## src/rtl/mips_shift_pkg.sv

```systemverilog
// Shared encodings and widths for the iterative MIPS shift sequencer.
package mips_shift_pkg;

  localparam int DATA_W_DEF = 32;
  localparam int CNT_W_DEF  = 5;

  localparam logic [1:0] OP_SLL  = 2'b00;
  localparam logic [1:0] OP_SRL  = 2'b01;
  localparam logic [1:0] OP_SRA  = 2'b10;
  localparam logic [1:0] OP_RSVD = 2'b11;

  typedef enum logic [1:0] {
    IDLE  = 2'd0,
    SHIFT = 2'd1,
    DONE  = 2'd2
  } state_e;

endpackage

```

## src/rtl/shift_sequencer_shift1_step.sv

```systemverilog
// Combinational single-bit shifter: one step of SLL/SRL/SRA per call.
module shift1_step
  import mips_shift_pkg::*;
#(
  parameter int DATA_W = DATA_W_DEF
) (
  input  logic [1:0]        op_i,
  input  logic [DATA_W-1:0] word_i,
  output logic [DATA_W-1:0] word_o
);

  always_comb begin
    word_o = word_i;
    case (op_i)
      OP_SLL:  word_o = {word_i[DATA_W-2:0], 1'b0};
      OP_SRL:  word_o = {1'b0, word_i[DATA_W-1:1]};
      OP_SRA:  word_o = {word_i[DATA_W-1], word_i[DATA_W-1:1]};
      default: word_o = word_i;
    endcase
  end

endmodule

```

## src/rtl/shift_sequencer.sv

```systemverilog
// Iterative shift controller: one bit per clock, start/busy/done handshake.
// Handshake: start is sampled only in IDLE or DONE; busy is high while shifting,
// done is a one-cycle pulse and err/result are meaningful while done is high.
module shift_sequencer
  import mips_shift_pkg::*;
#(
  parameter int DATA_W = DATA_W_DEF,
  parameter int CNT_W  = CNT_W_DEF
) (
  input  logic              clk,
  input  logic              rst_n,
  input  logic              start,
  input  logic [1:0]        op,
  input  logic              var_sel,
  input  logic [CNT_W-1:0]  shamt,
  input  logic [DATA_W-1:0] rs,
  input  logic [DATA_W-1:0] rt,
  output logic              busy,
  output logic              done,
  output logic              err,
  output logic [DATA_W-1:0] result,
  output logic [1:0]        dbg_state
);

  state_e            state_q, state_d;
  logic [DATA_W-1:0] work_q, work_d;
  logic [CNT_W-1:0]  count_q, count_d;
  logic [1:0]        op_q, op_d;
  logic [DATA_W-1:0] result_q, result_d;
  logic              err_q, err_d;

  logic [DATA_W-1:0] shifted;
  logic [CNT_W-1:0]  amount;
  logic              accept;
  logic              unused_rs_hi;

  // Only the low amount bits of rs are architecturally meaningful.
  assign unused_rs_hi = ^rs[DATA_W-1:CNT_W];

  shift1_step #(.DATA_W(DATA_W)) u_step (
    .op_i   (op_q),
    .word_i (work_q),
    .word_o (shifted)
  );

  assign amount = var_sel ? rs[CNT_W-1:0] : shamt;
  assign accept = start && ((state_q == IDLE) || (state_q == DONE));

  always_comb begin
    state_d  = state_q;
    work_d   = work_q;
    count_d  = count_q;
    op_d     = op_q;
    result_d = result_q;
    err_d    = err_q;
    case (state_q)
      IDLE, DONE: begin
        if (accept) begin
          work_d  = rt;
          op_d    = op;
          count_d = amount;
          err_d   = 1'b0;
          if (op == OP_RSVD) begin
            err_d   = 1'b1;
            state_d = DONE;
          end else if (amount == '0) begin
            result_d = rt;
            state_d  = DONE;
          end else begin
            state_d = SHIFT;
          end
        end else if (state_q == DONE) begin
          state_d = IDLE;
        end
      end
      SHIFT: begin
        work_d  = shifted;
        count_d = count_q - {{(CNT_W-1){1'b0}}, 1'b1};
        // Last step: publish the shifted word on the same edge that enters DONE.
        if (count_q == {{(CNT_W-1){1'b0}}, 1'b1}) begin
          result_d = shifted;
          state_d  = DONE;
        end
      end
      default: state_d = IDLE;
    endcase
  end

  always_ff @(posedge clk or negedge rst_n) begin
    if (!rst_n) begin
      state_q  <= IDLE;
      work_q   <= '0;
      count_q  <= '0;
      op_q     <= OP_SLL;
      result_q <= '0;
      err_q    <= 1'b0;
    end else begin
      state_q  <= state_d;
      work_q   <= work_d;
      count_q  <= count_d;
      op_q     <= op_d;
      result_q <= result_d;
      err_q    <= err_d;
    end
  end

  assign busy      = (state_q == SHIFT);
  assign done      = (state_q == DONE);
  assign err       = err_q && (state_q == DONE);
  assign result    = result_q;
  assign dbg_state = state_q;

endmodule
```

## config.mk

```make
export PLATFORM = sky130hd
export DESIGN_NAME = shift_sequencer
export DESIGN_NICKNAME = d
export VERILOG_FILES = /design/src/rtl/mips_shift_pkg.sv /design/src/rtl/shift_sequencer_shift1_step.sv /design/src/rtl/shift_sequencer.sv
export SDC_FILE = /design/constraint.sdc
export NUM_CORES = 1
export LEC_CHECK = 0
export ABC_CLOCK_PERIOD_IN_PS = 1500
export CAP_MARGIN = 0
export CELL_PAD_IN_SITES_DETAIL_PLACEMENT = 1
export CELL_PAD_IN_SITES_GLOBAL_PLACEMENT = 1
export CORE_UTILIZATION = 35
export DETAILED_ROUTE_END_ITERATION = 10
export PLACE_DENSITY = 0.89
export SLEW_MARGIN = 20
export SYNTH_ARGS = -nofsm -noshare
export SYNTH_HDL_FRONTEND = slang
export SYNTH_SLANG_ARGS = --single-unit
```

## constraint.sdc

```tcl
create_clock -name clk -period 1.5 [get_ports clk]
set_clock_uncertainty 0.05 [all_clocks]
set_input_delay 0.3 -clock clk [delete_from_list [all_inputs] [get_ports clk]]
set_output_delay 0.3 -clock clk [all_outputs]
set_load 0.05 [all_outputs]
```

==> results.yml <==
status:
  outcome: "finished with violations"
  violations: "setup timing"
grt:
  overflow: 0
  grt_pass1_vias: 4522
  grtUsageTotal_pct: 26.1
  grt_pass1_wl_um: 25200
  grt_max_degree: 75
  antenna_found_initial: 0
yosys:
  syn_inst: 409
  ys_seq_area_share_pct: 41.8
  mappedNetlistNets: 486
  yosys_warnings: 0
  synth_edf_count: 0
  synth-seq-cells: 74
  async_flop_share_pct: 100
  avgSynthCellArea_um2: 10.8
  ys_types: 36
  syn_area_um2: 4430
  yosys_most_used_dff: "dfrtp_1"
power:
  p_leak_uw: 0.00328
  intPower_uw: 11600
  share_comb_of_total_power_pct: 66.6
  peakVddDrop_mv: 1.35
  p_sw_share_pct: 44.5
  powerDensity_nw_per_um2: 2850
  switching_power_uw: 9320
  pwr-share-clk_pct: 11.4
  p_seq_share_pct: 22.0
floorplanning:
  start_util_pct: 36.4
  ios: 112
  rows: 40
  fp.dieArea_um2: 13100
  die_width_um: 114
  coreArea_um2: 12200
  die_h_um: 114
final_layout:
  fin_cells: 727
  seq_area_um2: 1860
  nets: 631
  syn_to_final_growth_pct: 66.1
  multi_input_area_um2: 2550
  drive_above_1_share_pct: 35.4
  fillers: 1211
  antenna_cells: 0
  final_util_pct: 60.5
  fin_area_um2: 7350
timing:
  hold_viol_final: 0
  rsz0062_at_grt: "true"
  fmax_ghz: 0.561
  slew_viol_final: 0
  slew_headroom_pct: 71.0
  finalCritPeriodShare_pct: 119
  worst_slack_ns: -0.281
  finalSetupViolations: 71
  tightest_slew_ns: 0.434
  period_needed_ns: 1.78
setup_path:
  crit_family: "multiplexers"
  worstPathRequired_ns: 1.67
  worstSetupPathType: "flip-flop to flip-flop"
  cp_max_fo: 7
  worstPathArrival_ns: 1.95
  cpMaxStageDelayCell: "dfrtp_4"
  startpoint_type: "flip-flop"
  slowest_delay_ns: 0.52
  crit_path_frequent_cell: "mux2i_1"
  crit_buf_inv: 2
  path_cells: "buf_12, buf_8, mux2i_1, mux2i_1, mux2i_2, mux2i_1"
  end_kind: "flip-flop"
clocking:
  clock_sinks: 74
  clkTransAtPathRegs_ns: 0.07
  cts_buffers: 9
  h-tree-depth: 3
  clock-root-buffer: "clkbuf_16"
  clkLatencyLatePin_ns: 0.35
  clockBufferDepth: 2
  cts_tree: "yes"
route:
  routedWlPerCell_um: 22.8
  drcViolationCount: 0
  vias: 3788
  drtPass1Iterations: 4
  drtIter0Drc: 134
  wl_um: 16600
  antenna_left: 0
  via_per_inst: 5.21
placed_design:
  dp.cells: 669
  pre_cts_ws_ns: -0.790
  gp_congestion: 0.797
  port_buffers: 84
  dpl_cell_area_um2: 6070
  hpwl_um: 8530
job:
  maxCapViolCount: 0
hold_path:
  min_path_type: "input port to flip-flop"
Yosys cell counts, drive strengths merged, types with 2 or more instances:
| library cell | instances | area, µm² |
|---|---|---|
| o21ai | 36 | 180 |
| o221ai | 3 | 26.3 |
| inv | 34 | 130 |
| nand2b | 2 | 12.5 |
| nor2b | 3 | 18.8 |
| mux2 | 3 | 37.5 |
| nor2 | 6 | 22.5 |
| dfrtp | 74 | 1850 |
| o22ai | 3 | 38.8 |
| a21o | 2 | 16.3 |
| clkbuf | 4 | 15.0 |
| nor3 | 3 | 15.0 |
| nand2 | 44 | 165 |
| ha | 2 | 25.0 |
| mux2i | 156 | 1560 |
| buf | 23 | 191 |
per-layer routing:
metal  global-route usage [%]  up-vias  wire length, µm
met2                     49.4       96             9090
met1                     27.9     1917             6410
met5                        0        -                0
li1                         -     1726                -
met3                     4.18       49              414
met4                     12.9        0              686
sequential cells by signal, summed over array words and instances, names as in the netlist:
| signal | flops |
|---|---|
| work_q | 32 |
| result | 32 |
| count_q | 5 |
| dbg_state | 2 |
| err_q | 1 |
| op_q | 2 |
power groups by stage:
stage / logic, µW / registers (µW) / clock network, µW
after detailed placement: 10300 / 4340 / 0
after global routing: 14600 / 4720 / 2500
after floorplan: 4980 / 5400 / 0
after CTS: 12800 / 4350 / 2380
after global placement: 9810 / 4230 / 0
final: 13900 / 4600 / 2390
worst paths after layout:
path / from / to / slack [ns] / depth (start not counted)
worst max-delay path: op_q[0] / result[28] / -0.28 / 6
worst min-delay path: rs[3] / count_q[3] / 0.41 / 3
worst max register to register: op_q[0] / result[28] / -0.28 / 6
worst min register to register: err_q / err_q / 0.46 / 2
max in group asynchronous: rst_n / op_q[0] / 0.58 / 3
min in group asynchronous: rst_n / result[5] / 0.46 / 3
timing repair:
action | 4_1_cts | 5_1_grt
buffers inserted | 31 | 1
endpoints found under the setup margin | 70 | 78
pin swaps | 22 | 19
resized for setup | 102 | 52
cloned | 10 | 1
hold buffers | 1 | 0
endpoints found under the hold margin | 74 | 0
area by class of cell:
type / count / share of cell area [%]
clock inverter: 7 / 1.28
timing repair buffer: 161 / 31.0
multi-input combinational: 274 / 34.7
sequential: 74 / 25.3
clock buffer: 9 / 3.06
inverter: 34 / 1.84
tap: 168 / 2.86
worst reg2reg max path, delay by kind of cell (launching register included):
kind     cells  cell delay (ns)
buf+inv      2             0.30
flops        1             0.52
mux          4             0.77
metrics by stage:
stage                     hold slack [ns]  total power (µW)  setup TNS (ns)
after floorplan                   -0.0456             10400           -5.99
after global placement              0.298             14000          -29.87
after detailed placement            0.304             14600          -37.66
after CTS                           0.479             19600           -8.01
after global routing                0.458             21800          -16.05
final                               0.407             20900          -12.08
kinds of logic (layout without fill, tap and decap cells):
family	Yosys count	after routing	share of synthesized area, %
adders and majority gates	2	2	0.565
DFF	74	74	41.8
AOI/OAI and AO/OA	49	49	6.84
and+or+nand+nor	63	63	6.84
buffers and inverters	61	211	7.60
muxes	159	159	36.1
xor gates and xnor gates	1	1	0.198
cell usage in the layout, fill, tap and decap left out, types with 4 or more instances in the layout:
cell type,synthesis,layout
dfrtp_1,74,70
mux2i_4,0,7
buf_12,3,54
mux2i_1,156,131
o21ai_2,0,6
inv_1,33,33
buf_16,0,8
clkdlybuf4s50_1,0,39
nand2_2,0,6
nand2_1,44,35
o21ai_1,1,28
buf_6,1,21
mux2i_2,0,18
buf_4,10,27
nor2_1,6,4
clkbuf_16,0,10
dlygate4sd2_1,0,5
No activity file was read; power rests on OpenSTA's default activity.
